[config.mk]
export PLATFORM = sky130hd
export DESIGN_NAME = dsp_dot_sequencer
export DESIGN_NICKNAME = d
export VERILOG_FILES = /design/src/rtl/dsp_seq_pkg.sv /design/src/rtl/dsp_dot_sequencer.sv
export SDC_FILE = /design/constraint.sdc
export NUM_CORES = 1
export LEC_CHECK = 0
export CORE_MARGIN = 8
export CORE_UTILIZATION = 67
export DETAILED_ROUTE_END_ITERATION = 8
export DONT_BUFFER_PORTS = 1
export PLACE_DENSITY = 0.83
export REMOVE_ABC_BUFFERS = 1
export SYNTH_ARGS = -nofsm -noshare
export SYNTH_HDL_FRONTEND = slang
export SYNTH_SLANG_ARGS = --single-unit
[constraint.sdc]
create_clock -name CLK -period 2.5 [get_ports CLK]
set_input_delay 0.125 -clock CLK [delete_from_list [all_inputs] [get_ports CLK]]
set_output_delay 0.125 -clock CLK [all_outputs]
set_load 0.03 [all_outputs]
[src/rtl/dsp_seq_pkg.sv]
// Shared constants for the DSP dot-product sequencer: FSM state encoding
// and the fixed timing of the attached MAC slice.
package dsp_seq_pkg;

  localparam logic [2:0] ST_IDLE  = 3'd0;
  localparam logic [2:0] ST_CLEAR = 3'd1;
  localparam logic [2:0] ST_RUN   = 3'd2;
  localparam logic [2:0] ST_DRAIN = 3'd3;
  localparam logic [2:0] ST_CAPW  = 3'd4;

  // Cycles from an operand pair entering the DSP to its product reaching the accumulator input
  localparam int ACC_DELAY = 2;
  // Enabled cycles after LAST is accepted until DSP_OUT holds the final sum
  localparam int DRAIN_CYC = 3;
  localparam int DCNT_W    = 2;

endpackage

[src/rtl/dsp_dot_sequencer.sv]
// Sequencer driving one DSP MAC slice (2-stage multiplier + accumulator) to
// compute signed dot products from a valid/ready operand stream with LAST.
// It clears the DSP per vector, steers EN/ACC_EN, drains the multiplier pipe
// and hands each result to a one-entry output skid register.
module dsp_dot_sequencer #(
  parameter int WIDTH_OP1 = 18,
  parameter int WIDTH_OP2 = 18,
  parameter int WIDTH_OUT = 48,
  parameter int CNT_W     = 16
) (
  input  logic                        CLK,
  input  logic                        n_rst,
  input  logic                        IN_VALID,
  output logic                        IN_READY,
  input  logic signed [WIDTH_OP1-1:0] IN_OP1,
  input  logic signed [WIDTH_OP2-1:0] IN_OP2,
  input  logic                        IN_LAST,
  output logic                        DSP_RSTN,
  output logic                        DSP_EN,
  output logic                        DSP_ACC_EN,
  output logic signed [WIDTH_OP1-1:0] DSP_OP1,
  output logic signed [WIDTH_OP2-1:0] DSP_OP2,
  input  logic signed [WIDTH_OUT-1:0] DSP_OUT,
  output logic                        RES_VALID,
  input  logic                        RES_READY,
  output logic signed [WIDTH_OUT-1:0] RES_DATA,
  output logic        [CNT_W-1:0]     RES_LEN,
  output logic                        BUSY
);

  import dsp_seq_pkg::*;

  logic [2:0]                  state_q, state_d;
  logic [CNT_W-1:0]            cnt_q, cnt_d;
  logic [DCNT_W-1:0]           dcnt_q, dcnt_d;
  logic [ACC_DELAY-1:0]        fire_sr_q, fire_sr_d;
  logic                        res_valid_q, res_valid_d;
  logic signed [WIDTH_OUT-1:0] res_data_q, res_data_d;
  logic [CNT_W-1:0]            res_len_q, res_len_d;

  logic fire;
  logic clr_pulse;
  logic dsp_en;
  logic capture;

  assign IN_READY = (state_q == ST_RUN);
  assign fire     = IN_VALID & IN_READY;

  // Zero operands on non-fire slots so bubbles push nothing but zeros through the multiplier
  assign DSP_OP1    = fire ? IN_OP1 : '0;
  assign DSP_OP2    = fire ? IN_OP2 : '0;
  assign DSP_EN     = dsp_en;
  assign DSP_ACC_EN = fire_sr_q[ACC_DELAY-1];
  assign DSP_RSTN   = ~(n_rst | clr_pulse);
  assign BUSY       = (state_q != ST_IDLE);
  assign RES_VALID  = res_valid_q;
  assign RES_DATA   = res_data_q;
  assign RES_LEN    = res_len_q;

  // Next-state, counters and DSP control for the per-vector sequence
  always_comb begin
    state_d   = state_q;
    cnt_d     = cnt_q;
    dcnt_d    = dcnt_q;
    clr_pulse = 1'b0;
    dsp_en    = 1'b0;
    capture   = 1'b0;
    case (state_q)
      ST_IDLE: begin
        // The pending pair is left on the input; it is consumed once RUN is reached
        if (IN_VALID) state_d = ST_CLEAR;
      end
      ST_CLEAR: begin
        clr_pulse = 1'b1;
        cnt_d     = '0;
        state_d   = ST_RUN;
      end
      ST_RUN: begin
        dsp_en = 1'b1;
        if (fire) begin
          cnt_d = cnt_q + CNT_W'(1);
          if (IN_LAST) begin
            dcnt_d  = '0;
            state_d = ST_DRAIN;
          end
        end
      end
      ST_DRAIN: begin
        dsp_en = 1'b1;
        if (dcnt_q == DCNT_W'(DRAIN_CYC - 1)) begin
          if (!res_valid_q || RES_READY) begin
            capture = 1'b1;
            state_d = ST_IDLE;
          end else begin
            state_d = ST_CAPW;
          end
        end else begin
          dcnt_d = dcnt_q + DCNT_W'(1);
        end
      end
      ST_CAPW: begin
        // DSP stays frozen so DSP_OUT holds the finished sum until the skid frees up
        if (RES_READY) begin
          capture = 1'b1;
          state_d = ST_IDLE;
        end
      end
      default: state_d = ST_IDLE;
    endcase
  end

  // Fire delay line aligning ACC_EN with the product leaving the multiplier pipe
  always_comb begin
    fire_sr_d = fire_sr_q;
    if (clr_pulse) begin
      fire_sr_d = '0;
    end else if (dsp_en) begin
      fire_sr_d = {fire_sr_q[ACC_DELAY-2:0], fire};
    end
  end

  // One-entry result skid: load on capture, release on consumer handshake
  always_comb begin
    res_valid_d = res_valid_q;
    res_data_d  = res_data_q;
    res_len_d   = res_len_q;
    if (capture) begin
      res_valid_d = 1'b1;
      res_data_d  = DSP_OUT;
      res_len_d   = cnt_q;
    end else if (RES_READY) begin
      res_valid_d = 1'b0;
    end
  end

  // State registers with synchronous active-high reset
  always_ff @(posedge CLK) begin
    if (n_rst) begin
      state_q     <= ST_IDLE;
      cnt_q       <= '0;
      dcnt_q      <= '0;
      fire_sr_q   <= '0;
      res_valid_q <= 1'b0;
      res_data_q  <= '0;
      res_len_q   <= '0;
    end else begin
      state_q     <= state_d;
      cnt_q       <= cnt_d;
      dcnt_q      <= dcnt_d;
      fire_sr_q   <= fire_sr_d;
      res_valid_q <= res_valid_d;
      res_data_q  <= res_data_d;
      res_len_q   <= res_len_d;
    end
  end

endmodule
# Yosys cells after proc, flatten, opt, wreduce, memory -nomap -nowiden
# Index checks and enable logic that the tools add are counted.
[totals]
regBits = 88
word_cells = 58
inputBits = 89
output_inout_bits = 106
[op_classes]
eq_ne = 11
addsub = 2
bitwise = 3
n_reduce_logical = 12
muxes = 23
[op_table]
columns = ["cell", "n"]
rows = [
  ["two-way mux 18 bit", 2],
  ["case mux 16 bit (2 select lines)", 1],
  ["two-way mux 3 bit", 6],
  ["adder 16 x 1 -> 16 bit (second input constant)", 1],
  ["two-way mux 16 bit", 1],
  ["case mux 3 bit (5 select lines)", 1],
  ["!= test 2 bit (second input constant)", 4],
  ["two-way mux 1 bit", 7],
  ["== test 3 x 2 -> 1 bit (second input constant)", 2],
  ["two-way mux 2 bit", 3],
  ["nonzero test 2 bit", 3],
  ["AND reduction 5 bit", 1],
  ["!= test 2 x 1 -> 1 bit (second input constant)", 2],
  ["case mux 2 bit (2 select lines)", 1],
  ["AND reduction 4 bit", 1],
  ["OR reduction 2 bit", 2],
  ["== test 3 x 1 -> 1 bit (second input constant)", 1],
  ["== test 3 bit (second input constant)", 1],
  ["logical NOT 3 bit", 1],
  ["nonzero test 3 bit", 1],
  ["adder 2 x 1 -> 2 bit (second input constant)", 1],
  ["== test 2 bit (second input constant)", 1],
  ["case mux 1 bit (2 select lines)", 1],
  ["AND reduction 2 bit", 1],
  ["5 further kinds", 5],
]

# Depth between registers and ports, before layout
[logic_depth]
ltp_word = 6
mapped_depth = 8
mapped_depth_nobuf = 6

# Least setup slack after synthesis
# No wires, ideal clock.
[synth_path]
kind = "register -> register"
start = "reg dcnt_q[0]"
end = "reg res_data_q[10] (netlist: RES_DATA[10])"
stages_incl_launch_ff = 9
slack_ns = 0.873
synth_period_minus_slack_ns = 1.627
arrival_time_ns = 1.556
setup_ns = 0.070
path_cell_list = "dfxtp_1 > inv_1 > ha_1 > and3_1 > a32oi_1 > buf_2 > buf_2 > nand2_1 > a21oi_1"
[synth_between]
elab_chain_cells = 3
[synth_rtl]
columns = ["item", "line", "text"]
rows = [
  ["start: declaration", "dsp_dot_sequencer.sv:35", "logic [DCNT_W-1:0] dcnt_q, dcnt_d;"],
  ["start signal: assignment", "dsp_dot_sequencer.sv:149", "dcnt_q <= dcnt_d;"],
  ["== test 2 bit", "dsp_dot_sequencer.sv:90", "if (dcnt_q == DCNT_W'(DRAIN_CYC - 1)) begin"],
  ["two-way mux 1 bit", "dsp_dot_sequencer.sv:90", ""],
  ["case mux 1 bit (2 select lines)", "dsp_dot_sequencer.sv:68", "case (state_q)"],
  ["end signal: assignment", "dsp_dot_sequencer.sv:152", "res_data_q <= res_data_d;"],
  ["end: declaration", "dsp_dot_sequencer.sv:38", "logic signed [WIDTH_OUT-1:0] res_data_q, res_data_d;"],
]
# No other way between the ends.
# A chain may end at the register's enable or synchronous reset.

# Worst setup path in the final report
[layout_path]
start = "reg dcnt_q[0]"
end = "reg res_data_q[21] (netlist: RES_DATA[21])"
# Same word-level chain as after synthesis.

==> out/qor.yml <==
synthDistinctLibCells: 39
overflow: 0
layout.cells.non_filler: 573
post_cts_buffers: 0
ys_seq_area_share_pct: 47.9
syn_to_final_growth_pct: 19.3
die_y_um: 90.1
end_kind: "register"
async_flop_share_pct: 0
clock-sinks: 88
hold_class: "input pin to register"
cellLeakagePower_nw: 1.52
pwr-share-comb_pct: 7.4
finalSetupViolCount: 0
dp_cells: 507
hold_violations: 0
antenna_cells: 0
ys_ff_latch: 88
crit_arrival_ns: 2.64
peakVddDrop_uv: 427
clk_pin_slew_worst_paths_ns: 0.09
gp_congestion: 0.823
htreeDepth: 3
start_util_pct: 68.1
core_area_mm2: 0.00541
yosys_warnings: 0
synth_area_per_cell_um2: 7.91
cts_repair_resize_count: 0
syn_inst: 465
nFillCells: 335
clockRootBuffer: "clkbuf_8"
p_int_mw: 2.08
rsz0062_at_grt: "false"
cts_tree: "done"
worst_ep_required_time_ns: 2.78
io_buffer_count: 0
slew_viol_final: 0
layout-drive-gt1-share_pct: 5.39
dp_hpwl_um: 7250
drc: 0
firstDrtPassIters: 4
power_frac_clock_pct: 40.1
grt_first_pass_wirelength_um: 18300
status: "complete, no violations"
finClkSkew_ns: 0.0117
p_seq_share_pct: 52.5
grt_max_degree: 74
min_path_cells: 3
die_w_um: 90.1
reg2reg_depth: 8
grt_pass1_vias: 3421
power_mw: 2.69
wire_per_inst_um: 20.3
critPathMaxFanout: 65
wl_um: 11700
die-area_mm2: 0.00812
via_per_inst: 5.92
switching_share_pct: 22.9
cts_buffers: 9
period_share_pct: 94.4
synth_edf_count: 0
grt_antenna_before_repair: 0
cts_buffer_depth: 2
dr.first_iter.drc_count: 276
track_usage_pct: 27.7
max_freq_mhz: 424
p_sw_mw: 0.616
path_class: "register to register"
slew_headroom_pct: 60.2
fin_nets: 587
ys.flop_type: "dfxtp_1"
power_density_mw_per_mm2: 614
clkLatencyLatePin_ns: 0.34
min_period_ns: 2.36
start_kind: "register"
tightest_slew_ns: 0.595
whs_ns: 0.0933
drv_cap: 0
via_count: 3392
ant_nets: 0
rows: 27
syn_area_mm2: 0.00368
io_pins: 195
==> path summary, 6_finish.rpt <==
kind | endpoint | from | slack (ns)
max reg2reg | RES_DATA[21]$_SDFFE_PP0P_ | dcnt_q[0]$_SDFFE_PP0P_ | 0.14
min reg2reg | fire_sr_q[1]$_SDFFE_PN0P_ | fire_sr_q[0]$_SDFFE_PN0P_ | 0.46
max | RES_DATA[21]$_SDFFE_PP0P_ | dcnt_q[0]$_SDFFE_PP0P_ | 0.14
min | dcnt_q[0]$_SDFFE_PP0P_ | IN_VALID | 0.09
==> cells in the final DEF, fill, tap and decap left out, types with 2 or more instances in the layout <==
| master | count |
|---|---|
| dfxtp_1 | 88 |
| inv_1 | 9 |
| or3_1 | 8 |
| nor3b_1 | 2 |
| xor2_1 | 3 |
| nand2b_1 | 5 |
| dlygate4sd3_1 | 49 |
| nand2_1 | 136 |
| buf_12 | 2 |
| a2bb2oi_1 | 2 |
| nor3_1 | 2 |
| and2_1 | 37 |
| and3_1 | 5 |
| a211oi_1 | 2 |
| o21ai_0 | 12 |
| ha_1 | 2 |
| clkinv_2 | 2 |
| bufinv_16 | 2 |
| clkbuf_8 | 10 |
| o211ai_1 | 2 |
| and4_1 | 2 |
| a21oi_1 | 81 |
| or2_2 | 2 |
| nor2_1 | 14 |
| nand3_1 | 3 |
==> Yosys cell counts, drive strengths merged (4+ instances only) <==
| cell type | instances | area share (%) |
|---|---|---|
| a21oi | 81 | 11 |
| o21ai | 12 | 1.6 |
| nand2 | 136 | 14 |
| and2 | 37 | 6.3 |
| buf | 20 | 3.7 |
| nor2 | 14 | 1.4 |
| inv | 9 | 0.92 |
| nand2b | 5 | 0.85 |
| clkbuf | 13 | 1.3 |
| and3 | 5 | 0.85 |
| or3 | 8 | 1.4 |
| dfxtp | 88 | 48 |
| o211ai | 4 | 1.3 |
==> per-stage QoR <==
stage	setup TNS, ns	cell area (um2)	setup WS [ns]	util (%)
after CTS	0	4390	0.226	81.2
after global placement	0	3650	0.652	67.5
after detailed placement	0	3650	0.573	67.5
after floorplan	-78.89	3490	-1.26	-
final	0	4390	0.141	81.2
after global routing	0	4390	0.0635	81.2
==> cell type report <==
cell class	count	area (um2)	share of cell area [%]
Clock buffer	11	141	3.22
Clock inverter	5	78.8	1.80
Inverter	9	33.8	0.770
Multi-Input combinational cell	335	1720	39.1
Sequential cell	88	1760	40.1
Tap cell	72	90.1	2.05
Timing Repair Buffer	53	566	12.9
==> power groups by stage <==
stage	registers, mW	clock network, mW	logic, mW
final	1.41	1.08	0.201
after global routing	1.42	1.15	0.212
after CTS	1.41	1.09	0.197
after detailed placement	1.45	0	0.112
after global placement	1.45	0	0.112
after floorplan	1.45	0	0.0982
==> registers in the layout, summed over array words and instances, names as in the netlist <==
register and cells:
cnt_q 16, dcnt_q 2, fire_sr_q 2, RES_LEN 16
RES_VALID 1, RES_DATA 48, state_q 3
==> critical path: stages (launching register included) <==
cell	delay [ns]
dfxtp_1	0.34
inv_1	0.06
ha_1	0.25
and3_1	0.26
a32oi_4	0.26
buf_12	0.29
nand2_1	0.09
a21oi_1	0.16
dlygate4sd3_1	0.58
==> cells by family (layout without fill, tap and decap cells) <==
logic type,count (synthesis),after routing,synth area share (%)
AOI/OAI and AO/OA,108,108,16.5
xor gates and xnor gates,4,4,0.953
adders and majority gates,2,2,0.680
buffers and inverters,42,78,5.95
DFF,88,88,47.9
and+or+nand+nor,221,221,28.1
==> metal layers <==
metal	vias to the layer above	track usage, %	wire (um)
met4	0	12.1	316
met3	31	10.1	1320
li1	1596	-	-
met1	1531	28.5	4110
met5	-	0	0
met2	234	49.1	5920
==> timing repair <==
item / 4_1_cts / 5_1_grt
setup endpoints to repair: 0 / 0
endpoints found under the hold margin: 72 / 0
hold buffers: 50 / 0
Power figures use the tool's default switching activity.
